--- config.mk ---
export PLATFORM = sky130hd
export DESIGN_NAME = coffee_order_ctrl_flat
export DESIGN_NICKNAME = d
export VERILOG_FILES = /design/src/rtl/coffee_order_ctrl_if.sv /design/src/rtl/coffee_order_ctrl.sv /design/src/flat_wrapper.sv
export SDC_FILE = /design/constraint.sdc
export NUM_CORES = 1
export LEC_CHECK = 0
export CORE_MARGIN = 5
export CORE_UTILIZATION = 45
export CTS_CLUSTER_DIAMETER = 60
export DETAILED_ROUTE_END_ITERATION = 8
export PLACE_DENSITY = 0.69
export SLEW_MARGIN = 20
export SYNTH_ARGS = -nofsm -noshare
export SYNTH_HDL_FRONTEND = slang
export SYNTH_SLANG_ARGS = --single-unit
--- constraint.sdc ---
create_clock -name clk -period 3.2 [get_ports clk]
set_input_delay 0.32 -clock clk [delete_from_list [all_inputs] [get_ports clk]]
set_output_delay 0.32 -clock clk [all_outputs]
set_load 0.02 [all_outputs]
--- src/rtl/coffee_order_ctrl_if.sv ---
`default_nettype none
// ============================================================================
// Module   : coffee_order_ctrl_if
// Purpose  : Order handshake and brewer control bundle for coffee_order_ctrl.
//            The slave side is the controller; the master side is the order
//            source plus the brewer.
// Revision : 1.0  initial release
// ============================================================================
interface coffee_order_ctrl_if;
    logic       order_valid;
    logic [1:0] order_sel;
    logic       order_ready;
    logic [2:0] fsm_state;
    logic       fsm_done;
    logic       start;
    logic [1:0] coffee_sel;

    modport master (
        output order_valid,
        output order_sel,
        output fsm_state,
        output fsm_done,
        input  order_ready,
        input  start,
        input  coffee_sel
    );

    modport slave (
        input  order_valid,
        input  order_sel,
        input  fsm_state,
        input  fsm_done,
        output order_ready,
        output start,
        output coffee_sel
    );
endinterface
`default_nettype wire

--- src/rtl/coffee_order_ctrl.sv ---
`default_nettype none
// ============================================================================
// Module   : coffee_order_ctrl
// Purpose  : Buffers up to four drink orders and feeds them one at a time to
//            the brewer, with acknowledge timeout, served counter and error
//            flags.
// Revision : 1.0  initial release
// ============================================================================
module coffee_order_ctrl (
    input  logic               clk,
    input  logic               reset,
    coffee_order_ctrl_if.slave bus,
    output logic               busy,
    output logic [2:0]         queue_count,
    output logic [7:0]         served_count,
    output logic               err_sel,
    output logic               timeout_err
);

    localparam logic [2:0] C_FIFO_DEPTH   = 3'd4;
    localparam logic [1:0] C_SEL_INVALID  = 2'b11;
    // Last ack-counter value before it reaches 7 and the wait is abandoned.
    localparam logic [2:0] C_ACK_LAST     = 3'd6;
    localparam logic [7:0] C_SERVED_MAX   = 8'hFF;

    typedef enum logic [2:0] {
        S_IDLE      = 3'd0,
        S_ISSUE     = 3'd1,
        S_WAIT_ACK  = 3'd2,
        S_WAIT_DONE = 3'd3,
        S_GAP       = 3'd4
    } state_t;

    state_t     r_state;
    logic [1:0] r_fifo [0:3];
    logic [1:0] r_wr_ptr;
    logic [1:0] r_rd_ptr;
    logic [2:0] r_count;
    logic [2:0] r_ack_cnt;
    logic       r_start;
    logic [1:0] r_coffee_sel;
    logic       r_busy;
    logic [7:0] r_served;
    logic       r_err_sel;
    logic       r_timeout_err;

    logic       w_ready;
    logic       w_xfer;
    logic       w_push;
    logic       w_pop;

    // Handshake decode: an invalid code still completes the transfer but is
    // never stored.  The entry issued to the brewer leaves the FIFO on the
    // edge that ends the ISSUE cycle.
    assign w_ready = (r_count < C_FIFO_DEPTH);
    assign w_xfer  = bus.order_valid & w_ready;
    assign w_push  = w_xfer & (bus.order_sel != C_SEL_INVALID);
    assign w_pop   = (r_state == S_ISSUE);

    assign bus.order_ready = w_ready;
    assign bus.start       = r_start;
    assign bus.coffee_sel  = r_coffee_sel;
    assign busy            = r_busy;
    assign queue_count     = r_count;
    assign served_count    = r_served;
    assign err_sel         = r_err_sel;
    assign timeout_err     = r_timeout_err;

    // FIFO storage; contents are don't-care while the pointers say empty.
    always_ff @(posedge clk) begin
        if (w_push) begin
            r_fifo[r_wr_ptr] <= bus.order_sel;
        end
    end

    // FIFO pointers, occupancy and the invalid-order pulse.
    always_ff @(posedge clk or negedge reset) begin
        if (!reset) begin
            r_wr_ptr  <= 2'd0;
            r_rd_ptr  <= 2'd0;
            r_count   <= 3'd0;
            r_err_sel <= 1'b0;
        end else begin
            r_err_sel <= w_xfer & (bus.order_sel == C_SEL_INVALID);
            if (w_push) begin
                r_wr_ptr <= r_wr_ptr + 2'd1;
            end
            if (w_pop) begin
                r_rd_ptr <= r_rd_ptr + 2'd1;
            end
            case ({w_push, w_pop})
                2'b10:   r_count <= r_count + 3'd1;
                2'b01:   r_count <= r_count - 3'd1;
                default: r_count <= r_count;
            endcase
        end
    end

    // Controller FSM with registered start/busy/coffee_sel and status flags.
    always_ff @(posedge clk or negedge reset) begin
        if (!reset) begin
            r_state       <= S_IDLE;
            r_ack_cnt     <= 3'd0;
            r_start       <= 1'b0;
            r_coffee_sel  <= 2'b00;
            r_busy        <= 1'b0;
            r_served      <= 8'd0;
            r_timeout_err <= 1'b0;
        end else begin
            r_start <= 1'b0;
            case (r_state)
                S_IDLE: begin
                    if (r_count != 3'd0) begin
                        r_state      <= S_ISSUE;
                        r_start      <= 1'b1;
                        r_coffee_sel <= r_fifo[r_rd_ptr];
                        r_busy       <= 1'b1;
                    end
                end
                S_ISSUE: begin
                    r_state   <= S_WAIT_ACK;
                    r_ack_cnt <= 3'd0;
                end
                S_WAIT_ACK: begin
                    if (bus.fsm_state != 3'd0) begin
                        r_state <= S_WAIT_DONE;
                    end else begin
                        r_ack_cnt <= r_ack_cnt + 3'd1;
                        // Brewer never left IDLE: drop the order for good.
                        if (r_ack_cnt == C_ACK_LAST) begin
                            r_state       <= S_IDLE;
                            r_busy        <= 1'b0;
                            r_timeout_err <= 1'b1;
                        end
                    end
                end
                S_WAIT_DONE: begin
                    if (bus.fsm_done) begin
                        r_state <= S_GAP;
                        if (r_served != C_SERVED_MAX) begin
                            r_served <= r_served + 8'd1;
                        end
                    end
                end
                S_GAP: begin
                    r_state <= S_IDLE;
                    r_busy  <= 1'b0;
                end
                default: begin
                    r_state <= S_IDLE;
                    r_busy  <= 1'b0;
                end
            endcase
        end
    end

endmodule
`default_nettype wire

--- src/flat_wrapper.sv ---
// flat-port wrapper written by rule: the top's interface ports become plain ports
module coffee_order_ctrl_flat 
  (clk, reset, busy, queue_count, served_count, err_sel, timeout_err, bus_order_valid, bus_order_sel, bus_fsm_state, bus_fsm_done, bus_order_ready, bus_start, bus_coffee_sel);
  coffee_order_ctrl_if bus_i ();
  input  logic clk;
  input  logic reset;
  output logic busy;
  output logic [2:0] queue_count;
  output logic [7:0] served_count;
  output logic err_sel;
  output logic timeout_err;
  input wire logic [$bits(bus_i.order_valid)-1:0] bus_order_valid;
  input wire logic [$bits(bus_i.order_sel)-1:0] bus_order_sel;
  input wire logic [$bits(bus_i.fsm_state)-1:0] bus_fsm_state;
  input wire logic [$bits(bus_i.fsm_done)-1:0] bus_fsm_done;
  output wire logic [$bits(bus_i.order_ready)-1:0] bus_order_ready;
  output wire logic [$bits(bus_i.start)-1:0] bus_start;
  output wire logic [$bits(bus_i.coffee_sel)-1:0] bus_coffee_sel;
  assign bus_i.order_valid = bus_order_valid;
  assign bus_i.order_sel = bus_order_sel;
  assign bus_i.fsm_state = bus_fsm_state;
  assign bus_i.fsm_done = bus_fsm_done;
  assign bus_order_ready = bus_i.order_ready;
  assign bus_start = bus_i.start;
  assign bus_coffee_sel = bus_i.coffee_sel;
  coffee_order_ctrl u_core (.clk(clk), .reset(reset), .bus(bus_i), .busy(busy), .queue_count(queue_count), .served_count(served_count), .err_sel(err_sel), .timeout_err(timeout_err));
endmodule
Word-level counts from Yosys, hierarchy flattened
Memory sizes are Yosys's and may differ from the RTL's. A register that Yosys moved wholly into a read port is not among the register bits.
Cells that the tools add are included.
Widths: inputs -> output; s select.
- bits in writable memories: 8
- word-level logic and storage cells: 66
- memories kept: 1
- register bits: 25
- output and inout port bits: 18
- input port bits: 9
- memory list (memory ; words ; width ; read ports ; clocked after memory_dff ; write ports ; line ; RTL):
    u_core.r_fifo ; 4 ; 2 ; 1 ; 1 ; 1 ; coffee_order_ctrl.sv:35 ; logic [1:0] r_fifo [0:3];
- bitwise operators: 5
- $add $sub $neg: 6
- equal/unequal tests: 14
- multiplexer cells: 16
- reduce and logical (&&, ||, !) cells: 13
- magnitude comparators: 1
- operator list (kind ; number):
    $mux 3 ; 5
    $pmux 3 s2 ; 2
    $pmux 3 s4 ; 1
    $reduce_and 3->1 ; 3
    $add 8x1->8 const B ; 1
    $ne 8x8->1 const B ; 1
    $mux 1 ; 7
    $add 3x1->3 const B ; 2
    $eq 3x2->1 const B ; 2
    $ne 2x2->1 const B ; 3
    $reduce_bool 3->1 ; 2
    $add 2x1->2 const B ; 2
    $eq 2x2->1 const B ; 2
    $ne 2x1->1 const B ; 2
    $reduce_and 2->1 ; 2
    $reduce_and 4->1 ; 1
    $reduce_bool 2->1 ; 2
    $and 1x1->1 ; 3
    $eq 3x1->1 const B ; 1
    $eq 3x3->1 const B ; 1
    $logic_not 3->1 ; 1
    $lt 3x3->1 const B ; 1
    $ne 3x1->1 const B ; 1
    $pmux 1 s3 ; 1
    5 further kinds ; 6

Depth between registers and ports, before layout
Gate-level depths: netlist (run 1).
- depth after elaboration: 5
- gate-level depth with buffers: 9
- mapped depth without buffers: 9

Worst setup path after synthesis (run 1)
Ideal clock, no wire load.
- path type: reg2reg
- start point: register u_core.r_state[1]
- end point: register u_core.r_count[2], in the netlist u_core.queue_count[2]
- stages on the path, launching flop included: 10
- clock period less this slack: 2041 ps
- setup time: 80 ps
- arrival time: 1961 ps
- slack: 1159 ps
- data required time: 3120 ps
- buffers on the path: 1
- cells stage by stage: dfrtp_1 > buf_4 > or3b_4 > inv_2 > ha_1 > inv_1 > fa_1 > xor2_1 > nor2_1 > xnor2_1
- longest elaborated chain between the ends: 3
- elaborated cells between the ends (all ways): 5
- classes of those cells: 3 x eq/ne; 1 x mux; 1 x reduce/logical
- RTL lines (item ; line ; RTL):
    start: declaration ; coffee_order_ctrl.sv:34 ; state_t r_state;
    start signal: assignment ; coffee_order_ctrl.sv:102 ; r_state <= S_IDLE;
    start signal: assignment ; coffee_order_ctrl.sv:114 ; r_state <= S_ISSUE;
    start signal: assignment ; coffee_order_ctrl.sv:121 ; r_state <= S_WAIT_ACK;
    $eq 3x1->1 * ; coffee_order_ctrl.sv:58 ; assign w_pop = (r_state == S_ISSUE);
    $eq 2x1->1 or $eq 2x2->1 (tied branches) ; coffee_order_ctrl.sv:91 ; case ({w_push, w_pop})
    $pmux 3 s2 or $reduce_bool 2->1 (tied branches) ; -- ;
    end signal: assignment ; coffee_order_ctrl.sv:92 ; 2'b10: r_count <= r_count + 3'd1;
    end signal: assignment ; coffee_order_ctrl.sv:93 ; 2'b01: r_count <= r_count - 3'd1;
    end signal: assignment ; coffee_order_ctrl.sv:94 ; default: r_count <= r_count;
    end: declaration ; coffee_order_ctrl.sv:38 ; logic [2:0] r_count;
Every way passes the cells marked *; elsewhere a longest branch is shown, timed or not.
A chain may end at the register's enable or synchronous reset.

Worst setup path after layout (run 1)
- start point: register u_core.r_state[0]
- end point: register u_core.r_count[2], in the netlist u_core.queue_count[2]
The elaborated chain is that of the path after synthesis.

==> impl_metrics.py, run 1 <==
metrics = {
    "run_status": {
        "outcome": "finished clean",
    },
    "timing": {
        "maxSlewHeadroom_pct": 64.9,
        "finalHoldViolCount": 0,
        "grt_setup_unrepaired": "false",
        "period_minus_slack_ns": 2.22,
        "final.setup.tns_ns": 0,
        "fmax_mhz": 450,
        "finalMaxSlewViolations": 0,
        "setup_viol": 0,
        "fin_skew_ns": 0.00500,
        "worst_pin_slew_ns": 0.522,
        "post-route-period-util_pct": 69.4,
    },
    "route": {
        "dr_total_vias": 1207,
        "vias_per_cell": 5.32,
        "drc_errors": 0,
        "drtAntennaViolNets": 0,
        "drtIter0Drc": 109,
        "firstDrtPassIters": 4,
        "wl_per_cell_um": 14.0,
        "wirelength_um": 3190,
    },
    "clocking": {
        "clkSinkCount": 35,
        "ctsResizeCount": 0,
        "htreeDepth": 2,
        "cts_root_buf": "clkbuf_8",
        "cts_inserted_buffers": 5,
        "clk_pin_slew_ns": 0.07,
        "insertion_delay_ns": 0.29,
        "ctsHoldBuffers": 0,
        "cts_setup_buffers": 0,
        "cts_tree": "yes",
        "cts_buffer_depth": 2,
    },
    "power": {
        "switching_share_pct": 37.1,
        "clkPwrFrac_pct": 20.0,
        "max-vdd-ir-drop_mv": 0.414,
        "p_switching_uw": 727,
        "combPwrFrac_pct": 40.5,
        "sequentialPowerShare_pct": 39.5,
        "p_per_area_nw_per_um2": 898,
        "leakage_nw": 0.919,
        "p_int_mw": 1.24,
    },
    "yosys": {
        "synth.cell_area_um2": 1780,
        "syn-num-nets": 165,
        "ys_warn_count": 0,
        "synth_cell_types": 46,
        "synth_seq_cells": 35,
        "yosysSeqAreaShare_pct": 51.6,
        "async_reset_ff_share_pct": 77.1,
        "netlist_instances": 147,
        "synth_edf_count": 8,
        "syn_avg_cell_area_um2": 12.1,
        "ys.flop_type": "dfrtp_1",
    },
    "floorplan": {
        "ios": 27,
        "core_um2": 3740,
        "fp.dieH_um": 72.8,
        "dieArea_um2": 5300,
        "die_x_um": 72.8,
        "rows": 22,
        "initial_core_util_pct": 47.4,
    },
    "global_route": {
        "grt_use_total_pct": 13.8,
        "grt_pass1_vias": 1180,
        "grt.overflow.total": 0,
        "grt_pass1_wl_um": 5630,
        "grt_start_max_net_pins": 28,
        "antenna_found_initial": 0,
    },
    "critical_path": {
        "endpoint_kind": "flop",
        "criticalPathCategory": "flop to flop",
        "crit_fanout": 13,
        "cp-start-kind": "flop",
        "cp.arrival_ns": 2.43,
        "cp.required_ns": 3.41,
    },
    "finish": {
        "area_growth_pct": 23.1,
        "antenna_cells": 0,
        "finish.utilization_pct": 58.4,
        "drive_above_1_share_pct": 15.6,
        "finalNetCount": 196,
    },
    "flow_run": {
        "max-cap-violations": 0,
    },
    "placed_design": {
        "dpl.hpwl_um": 2340,
        "portBuffers": 26,
        "globalplace.congestion": 0.825,
    },
    "hold_path": {
        "hold_path_class": "input pin to async pin",
    },
}
[flip-flops by register name, indices dropped and copies added, names as in the netlist]
register	count
u_core.r_ack_cnt	3
u_core.r_wr_ptr	2
u_core.served_count	8
u_core.err_sel	1
u_core.bus.coffee_sel	2
u_core.r_state	3
u_core.queue_count	3
u_core.bus.start	1
u_core.timeout_err	1
u_core.r_rd_ptr	2
u_core.r_fifo	8
u_core.busy	1
[power by group through the flow]
stage                     sequential [mW]  clock, mW  combinational, mW
after floorplan                     0.806          0              0.513
final                               0.776      0.392              0.795
after detailed placement            0.782          0              0.803
after global placement              0.776          0              0.785
after CTS                           0.776      0.401              0.806
after global routing                0.801      0.427              0.873
[final timing paths]
| check | startpoint | end | slack, ns | cells past startpoint |
|---|---|---|---|---|
| setup / recovery | u_core.r_state[0] | u_core.queue_count[2] | 0.98 | 8 |
| hold / removal | reset | u_core.queue_count[1] | 0.41 | 2 |
| setup reg to reg | u_core.r_state[0] | u_core.queue_count[2] | 0.98 | 8 |
| hold reg to reg | u_core.timeout_err | u_core.timeout_err | 0.48 | 2 |
| max in group asynchronous | reset | u_core.served_count[7] | 2.52 | 2 |
| min in group clk | u_core.timeout_err | u_core.timeout_err | 0.48 | 2 |
[Yosys cell counts (all sizes together), types with 2 or more instances]
master   n  area (um2)
a21oi    5        28.8
and2     5        31.3
and3     2        12.5
buf      3        30.0
dfrtp   27         676
edfxtp   8         240
ha       8         100
inv     15        56.3
mux2     8        93.8
mux4     2        45.0
nand2   12        45.0
nand2b   2        12.5
nand3    2        10.0
nand4    3        18.8
nor2     6        22.5
nor3     3        15.0
nor4     3        40.0
nor4b    3        32.5
o21ai    4        20.0
or3      2        12.5
xnor2    6        52.6
[stage by stage]
| step | power [mW] | hold WS [ns] | worst slack, ns | instance area [um2] | cells |
|---|---|---|---|---|---|
| after floorplan | 1.32 | 0.0244 | 1.16 | 1780 | 147 |
| after global placement | 1.56 | 0.458 | 1.05 | 2070 | 219 |
| after detailed placement | 1.58 | 0.464 | 1.00 | 2070 | 219 |
| after CTS | 1.98 | 0.422 | 0.986 | 2190 | 227 |
| after global routing | 2.10 | 0.454 | 0.872 | 2190 | 227 |
| final | 1.96 | 0.412 | 0.979 | 2190 | 227 |
[worst max-delay path, cell delays in order (launching register included)]
cell,delay [ns]
dfrtp_1,0.63
or3b_4,0.47
inv_2,0.07
ha_1,0.17
inv_1,0.06
fa_1,0.37
xor2_1,0.15
nor2_1,0.11
xnor2_1,0.12
[layout make-up]
type	count	area [um2]
Fill cell	328	1560
Sequential cell	35	916
Multi-Input combinational cell	94	773
Timing Repair Buffer	27	268
Clock buffer	5	68.8
Tap cell	48	60.1
Inverter	15	56.3
Clock inverter	3	43.8
[logic make-up (layout without fill, tap and decap cells)]
group | count (synthesis) | after routing | synth area share, %
simple gates | 46 | 46 | 16.6
flops | 35 | 35 | 51.6
compound gates | 22 | 22 | 8.88
buf+inv | 18 | 50 | 4.86
mux | 10 | 10 | 7.82
fa+ha+maj | 9 | 9 | 6.77
xor+xnor | 7 | 7 | 3.45
[per-layer routing]
metal / vias to the layer above / GRT usage, % / part of all wire [%]
li1: 589 / - / -
met1: 582 / 18.1 / 45
met2: 29 / 21.1 / 48
met3: 7 / 4.27 / 5.1
met4: 0 / 5.53 / 1.7
met5: - / 0 / 0
[layout by cell type (no fill, tap or decap), types with 2 or more instances in the layout]
master           instances
dfrtp_1                 27
clkdlybuf4s50_1         26
inv_1                   13
nand2_1                 12
ha_1                     8
edfxtp_1                 8
mux2_2                   7
nor2_1                   6
xnor2_1                  6
and2_1                   5
clkbuf_8                 5
a21oi_1                  4
o21ai_0                  4
nor3_1                   3
nand4_1                  3
inv_2                    2
nand2b_1                 2
or3_1                    2
nand3_1                  2
and3_1                   2
mux4_2                   2
nor4b_1                  2
Note: power is estimated with default switching activity, not from simulation.
==> run 2: changes to the inputs <==
PLACE_DENSITY = 0.72   (was 0.69)
clock period = 2 ns   (was 3.2 ns; I/O delays follow)
==> run 2 against run 1 <==
Against the previous run: sequential share of layout area down 0.36 points; count of clock-buffer cells in the layout up 2; register-to-register slack worse by 0.89 ns; maximum frequency up 16%; sequential power up 48%; critical path type unchanged; highest routed layer unchanged.
==> impl_metrics.py, run 2 (synthesis gave the netlist of run 1 again) <==
metrics = {
    "run_status": {
        "outcome": "finished clean",
    },
    "route": {
        "dr_total_vias": 1210,
        "drc_errors": 0,
        "wl_per_cell_um": 13.9,
        "wirelength_um": 3240,
        "firstDrtPassIters": 4,
        "drtAntennaViolNets": 0,
        "vias_per_cell": 5.19,
        "drtIter0Drc": 66,
    },
    "finish": {
        "final_common_cell": "dfrtp_1",
        "finalNetCount": 202,
        "final_cell_mix": "dfrtp_1, clkdlybuf4s50_1, inv_1",
        "drive_above_1_share_pct": 18.4,
        "final_cells": 233,
        "antenna_cells": 0,
        "fill_cells": 317,
        "finish.utilization_pct": 58.9,
        "seqCellArea_um2": 916,
        "area_growth_pct": 24.2,
        "multiInputGateArea_um2": 778,
    },
    "global_route": {
        "grt_use_total_pct": 14.1,
        "grt.overflow.total": 0,
        "grt_use_met3_pct": 5.23,
        "antenna_found_initial": 0,
        "grt_start_max_net_pins": 28,
        "busiest_layer": "met2",
        "grt.met1_usage_pct": 17.0,
        "grt_pass1_wl_um": 5730,
        "grt_pass1_vias": 1261,
        "grtUsageMet2_pct": 22.9,
    },
    "timing": {
        "fmax_mhz": 524,
        "finalHoldViolCount": 0,
        "fin_skew_ns": 0.00612,
        "setup_viol": 0,
        "worst_pin_slew_ns": 0.524,
        "maxSlewHeadroom_pct": 64.8,
        "grt_setup_unrepaired": "false",
        "finalMaxSlewViolations": 0,
        "final.setup.tns_ns": 0,
        "hold_ws_ns": 0.283,
        "period_minus_slack_ns": 1.91,
        "post-route-period-util_pct": 95.4,
    },
    "floorplan": {
        "initial_core_util_pct": 47.4,
        "fp.dieH_um": 72.8,
        "ios": 27,
        "die_x_um": 72.8,
        "dieArea_um2": 5300,
        "core_um2": 3740,
        "rows": 22,
    },
    "critical_path": {
        "critPathMaxStageDelay_ns": 0.42,
        "cp-start-kind": "flop",
        "path_cells": "or3b_4 -> inv_2 -> ha_2 -> inv_1 -> fa_2 -> xor2_1 -> nor2_1 -> xnor2_1",
        "rr_endpoint": "u_core.queue_count[2]",
        "endpoint_kind": "flop",
        "crit_slowest_cell": "or3b_4",
        "cp.arrival_ns": 2.12,
        "cp.required_ns": 2.21,
        "reg2reg_from": "u_core.r_state[1]",
        "crit_fanout": 3,
        "rrSetupSlack_ns": 0.09,
        "critPathBufInv": 2,
        "cp.depth": 8,
        "ff2ff_path_depth": 8,
        "crit_family": "simple AND/OR/NAND/NOR gates",
        "criticalPathCategory": "flop to flop",
    },
    "clocking": {
        "ctsHoldBuffers": 0,
        "cts_root_buf": "clkbuf_8",
        "cts_buffer_depth": 2,
        "clkSinkCount": 35,
        "cts_tree": "yes",
        "clk_pin_slew_ns": 0.07,
        "cts_inserted_buffers": 5,
        "cts_setup_buffers": 0,
        "ctsResizeCount": 0,
        "htreeDepth": 2,
        "insertion_delay_ns": 0.29,
    },
    "placed_design": {
        "placed_cells_incl_taps": 225,
        "globalplace.congestion": 0.777,
        "portBuffers": 26,
        "dpl.hpwl_um": 2430,
    },
    "power": {
        "leakage_nw": 0.931,
        "p_per_area_nw_per_um2": 1390,
        "max-vdd-ir-drop_mv": 0.762,
    },
    "flow_run": {
        "max-cap-violations": 0,
    },
    "hold_path": {
        "hold_path_class": "input pin to async pin",
    },
}
run 2: changes by cell type in the layout (fill, tap and decap cells not counted), sizes merged:
cell	delta
bufinv	-1
buf	+6
clkbuf	+2
clkinv	-1
run 2: per-layer routing:
metal / share of wire, % / wire [um] / vias up
met2: 51 / 1640 / 26
met5: 0 / 0 / -
met4: 1.5 / 50 / 0
met1: 42 / 1360 / 580
met3: 5.9 / 191 / 4
li1: - / - / 600
run 2: how the worst max path moves through the flow:
stage / start / to
2_1_floorplan: u_core.r_state[1] / u_core.queue_count[2]
3_3_place_gp: u_core.r_state[1] / u_core.queue_count[2]
6_report: u_core.r_state[1] / u_core.queue_count[2]
5_1_grt: u_core.r_state[1] / u_core.queue_count[2]
4_1_cts: u_core.r_state[1] / u_core.queue_count[2]
3_5_place_dp: bus_order_valid / u_core.queue_count[1]
run 2: where the power goes:
part / internal (mW) / switching (mW) / leakage [nW]
Sequential: 0.955 / 0.199 / 0.409
Clock: 0.244 / 0.240 / 0.0422
Combinational: 0.711 / 0.723 / 0.480
Total: 1.91 / 1.16 / 0.931
run 2: area by class of cell:
cell class	instances	share of cell area [%]
Clock buffer	7	3.46
Clock inverter	1	0.227
Inverter	15	2.55
Multi-Input combinational cell	94	35.3
Sequential cell	35	41.5
Tap cell	48	2.72
Timing Repair Buffer	33	14.2
run 2: metrics by stage:
stage,setup slack (ns),instance area [um2],power [mW]
2_1_floorplan,0.00435,1780,2.13
3_3_place_gp,0.164,2120,2.54
3_5_place_dp,0.0617,2120,2.62
4_1_cts,0.0739,2200,3.12
5_1_grt,0.0166,2200,3.32
6_report,0.0920,2200,3.07
==> run 3: changes to the inputs <==
CELL_PAD_IN_SITES_DETAIL_PLACEMENT = 1   (was unset)
CELL_PAD_IN_SITES_GLOBAL_PLACEMENT = 1   (was unset)
CORE_UTILIZATION = 38   (was 45)
PLACE_DENSITY = 0.75   (was 0.72)
==> run 3 against run 2 <==
Against the previous run: global-route usage shrank 0.29 points; combinational power hardly changed; via count rose by 1.7%; first-iteration DRC count is 15% lower; clock skew about the same; non-clock buffer count did not move; worst setup slack improved by 0.012 ns; cell area up 1.4%; power rose by 5.1%; routed wire length grew 16%; critical path depth did not move; flip-flop and latch count unchanged; critical path type unchanged; highest routed layer unchanged.
==> impl_metrics.py, run 3 (synthesis gave the netlist of run 1 again) <==
metrics = {
    "timing": {
        "fmax_mhz": 528,
        "post-route-period-util_pct": 94.8,
        "worst_pin_slew_ns": 0.607,
        "finalMaxSlewViolations": 0,
        "maxSlewHeadroom_pct": 59.2,
        "hold_ws_ns": 0.294,
        "fin_skew_ns": 0.00636,
        "final.setup.tns_ns": 0,
        "setup_viol": 0,
        "grt_setup_unrepaired": "false",
        "finalHoldViolCount": 0,
        "period_minus_slack_ns": 1.90,
    },
    "critical_path": {
        "cp.required_ns": 2.21,
        "ff2ff_path_depth": 8,
        "cp-endpoint": "u_core.queue_count[2]",
        "crit_slowest_cell": "or3b_4",
        "cp.arrival_ns": 2.10,
        "path_cells": "or3b_4 -> inv_2 -> ha_2 -> inv_1 -> fa_2 -> xor2_1 -> nor2_1 -> xnor2_1",
        "endpoint_kind": "flop",
        "rrSetupSlack_ns": 0.10,
        "setup.worst_path.start": "u_core.r_state[1]",
        "cp-start-kind": "flop",
        "criticalPathCategory": "flop to flop",
        "critPathMaxStageDelay_ns": 0.42,
        "reg2reg_from": "u_core.r_state[1]",
        "rr_endpoint": "u_core.queue_count[2]",
        "crit_fanout": 3,
    },
    "finish": {
        "drive_above_1_share_pct": 18.9,
        "final_area_um2": 2240,
        "finalNetCount": 202,
        "final_cell_mix": "dfrtp_1, clkdlybuf4s50_1, inv_1",
        "final_common_cell": "dfrtp_1",
        "seqCellArea_um2": 916,
        "antenna_cells": 0,
        "area_growth_pct": 25.9,
        "fill_cells": 475,
        "multiInputGateArea_um2": 778,
    },
    "hold_path": {
        "hold_path_class": "input pin to async pin",
    },
    "floorplan": {
        "ios": 27,
        "die_x_um": 78.4,
        "core_um2": 4440,
        "fp.dieH_um": 78.4,
        "dieArea_um2": 6140,
        "initial_core_util_pct": 39.9,
        "rows": 24,
    },
    "placed_design": {
        "portBuffers": 26,
        "place_area_um2": 2130,
        "globalplace.congestion": 0.838,
        "dpl.hpwl_um": 2890,
    },
    "route": {
        "wl_per_cell_um": 15.8,
        "vias_per_cell": 5.19,
        "firstDrtPassIters": 4,
        "drtAntennaViolNets": 0,
        "drtIter0Drc": 56,
        "dr_total_vias": 1231,
        "drc_errors": 0,
        "wirelength_um": 3740,
    },
    "power": {
        "leakage_nw": 0.945,
        "max-vdd-ir-drop_mv": 0.760,
        "p_per_area_nw_per_um2": 1440,
    },
    "clocking": {
        "insertion_delay_ns": 0.28,
        "cts_buffer_depth": 2,
        "ctsHoldBuffers": 0,
        "ctsResizeCount": 0,
        "cts_setup_buffers": 0,
        "clkSinkCount": 35,
        "cts_root_buf": "clkbuf_8",
        "cts_tree": "yes",
        "clk_pin_slew_ns": 0.07,
        "cts_inserted_buffers": 5,
        "htreeDepth": 2,
    },
    "global_route": {
        "grt_start_max_net_pins": 28,
        "grt_use_total_pct": 13.8,
        "grt_pass1_wl_um": 6710,
        "antenna_found_initial": 0,
        "grt.overflow.total": 0,
        "grt_pass1_vias": 1372,
    },
    "flow_run": {
        "max-cap-violations": 0,
    },
    "run_status": {
        "outcome": "finished clean",
    },
}
-- run 3: cell types whose count changed in the layout (fill, tap and decap cells not counted) --
cell | before | now
clkinv_1 | 0 | 1
bufinv_16 | 0 | 1
clkbuf_1 | 2 | 0
-- run 3: worst min path at each step --
stage,slack (ns),to,cells past startpoint
3_5_place_dp,0.46,u_core.timeout_err,2
4_1_cts,0.30,u_core.bus.start,2
6_report,0.29,u_core.bus.start,2
2_1_floorplan,-0.1,u_core.bus.coffee_sel[0],0
3_3_place_gp,0.46,u_core.timeout_err,2
5_1_grt,0.32,u_core.timeout_err,2
-- run 3: final cells by class --
type                    count  area share, %
well taps                  52           2.91
flip-flops and latches     35           41.0
multi-input cells          94           34.8
inverters                  15           2.52
repair buffers             33           14.0
clock buffers               5           3.08
clock inverters             3           1.73
-- run 3: power breakdown --
part,total (mW),switching [mW],internal (mW)
Combinational,1.45,0.747,0.704
Clock,0.618,0.254,0.365
Sequential,1.16,0.205,0.955
Total,3.23,1.20,2.02
-- run 3: worst max-delay path: cells and delay by family (launching register included) --
| kind | cells | cell delay (ns) |
|---|---|---|
| flip-flops | 1 | 0.38 |
| adder cells (fa/ha/maj) | 2 | 0.50 |
| AND/OR/NAND/NOR | 2 | 0.54 |
| XOR/XNOR | 2 | 0.27 |
| buffers and inverters | 2 | 0.12 |
-- run 3: through the flow --
step           setup WS (ns)  util [%]  cells  power [mW]
2_1_floorplan        0.00435         -    147        2.13
5_1_grt               0.0185      50.3    237        3.47
6_report               0.104      50.3    237        3.23
3_5_place_dp          0.0998      47.9    229        2.65
4_1_cts               0.0938      50.3    237        3.28
3_3_place_gp           0.144      47.9    229        2.56
-- run 3: per-layer routing --
layer	up-vias	GRT usage (%)	wire (um)	share of wire (%)
li1	596	-	-	-
met1	611	17.3	1680	45
met2	18	23.7	1890	50
met3	6	2.75	113	3.0
met4	0	5.24	57	1.5
met5	-	0	0	0
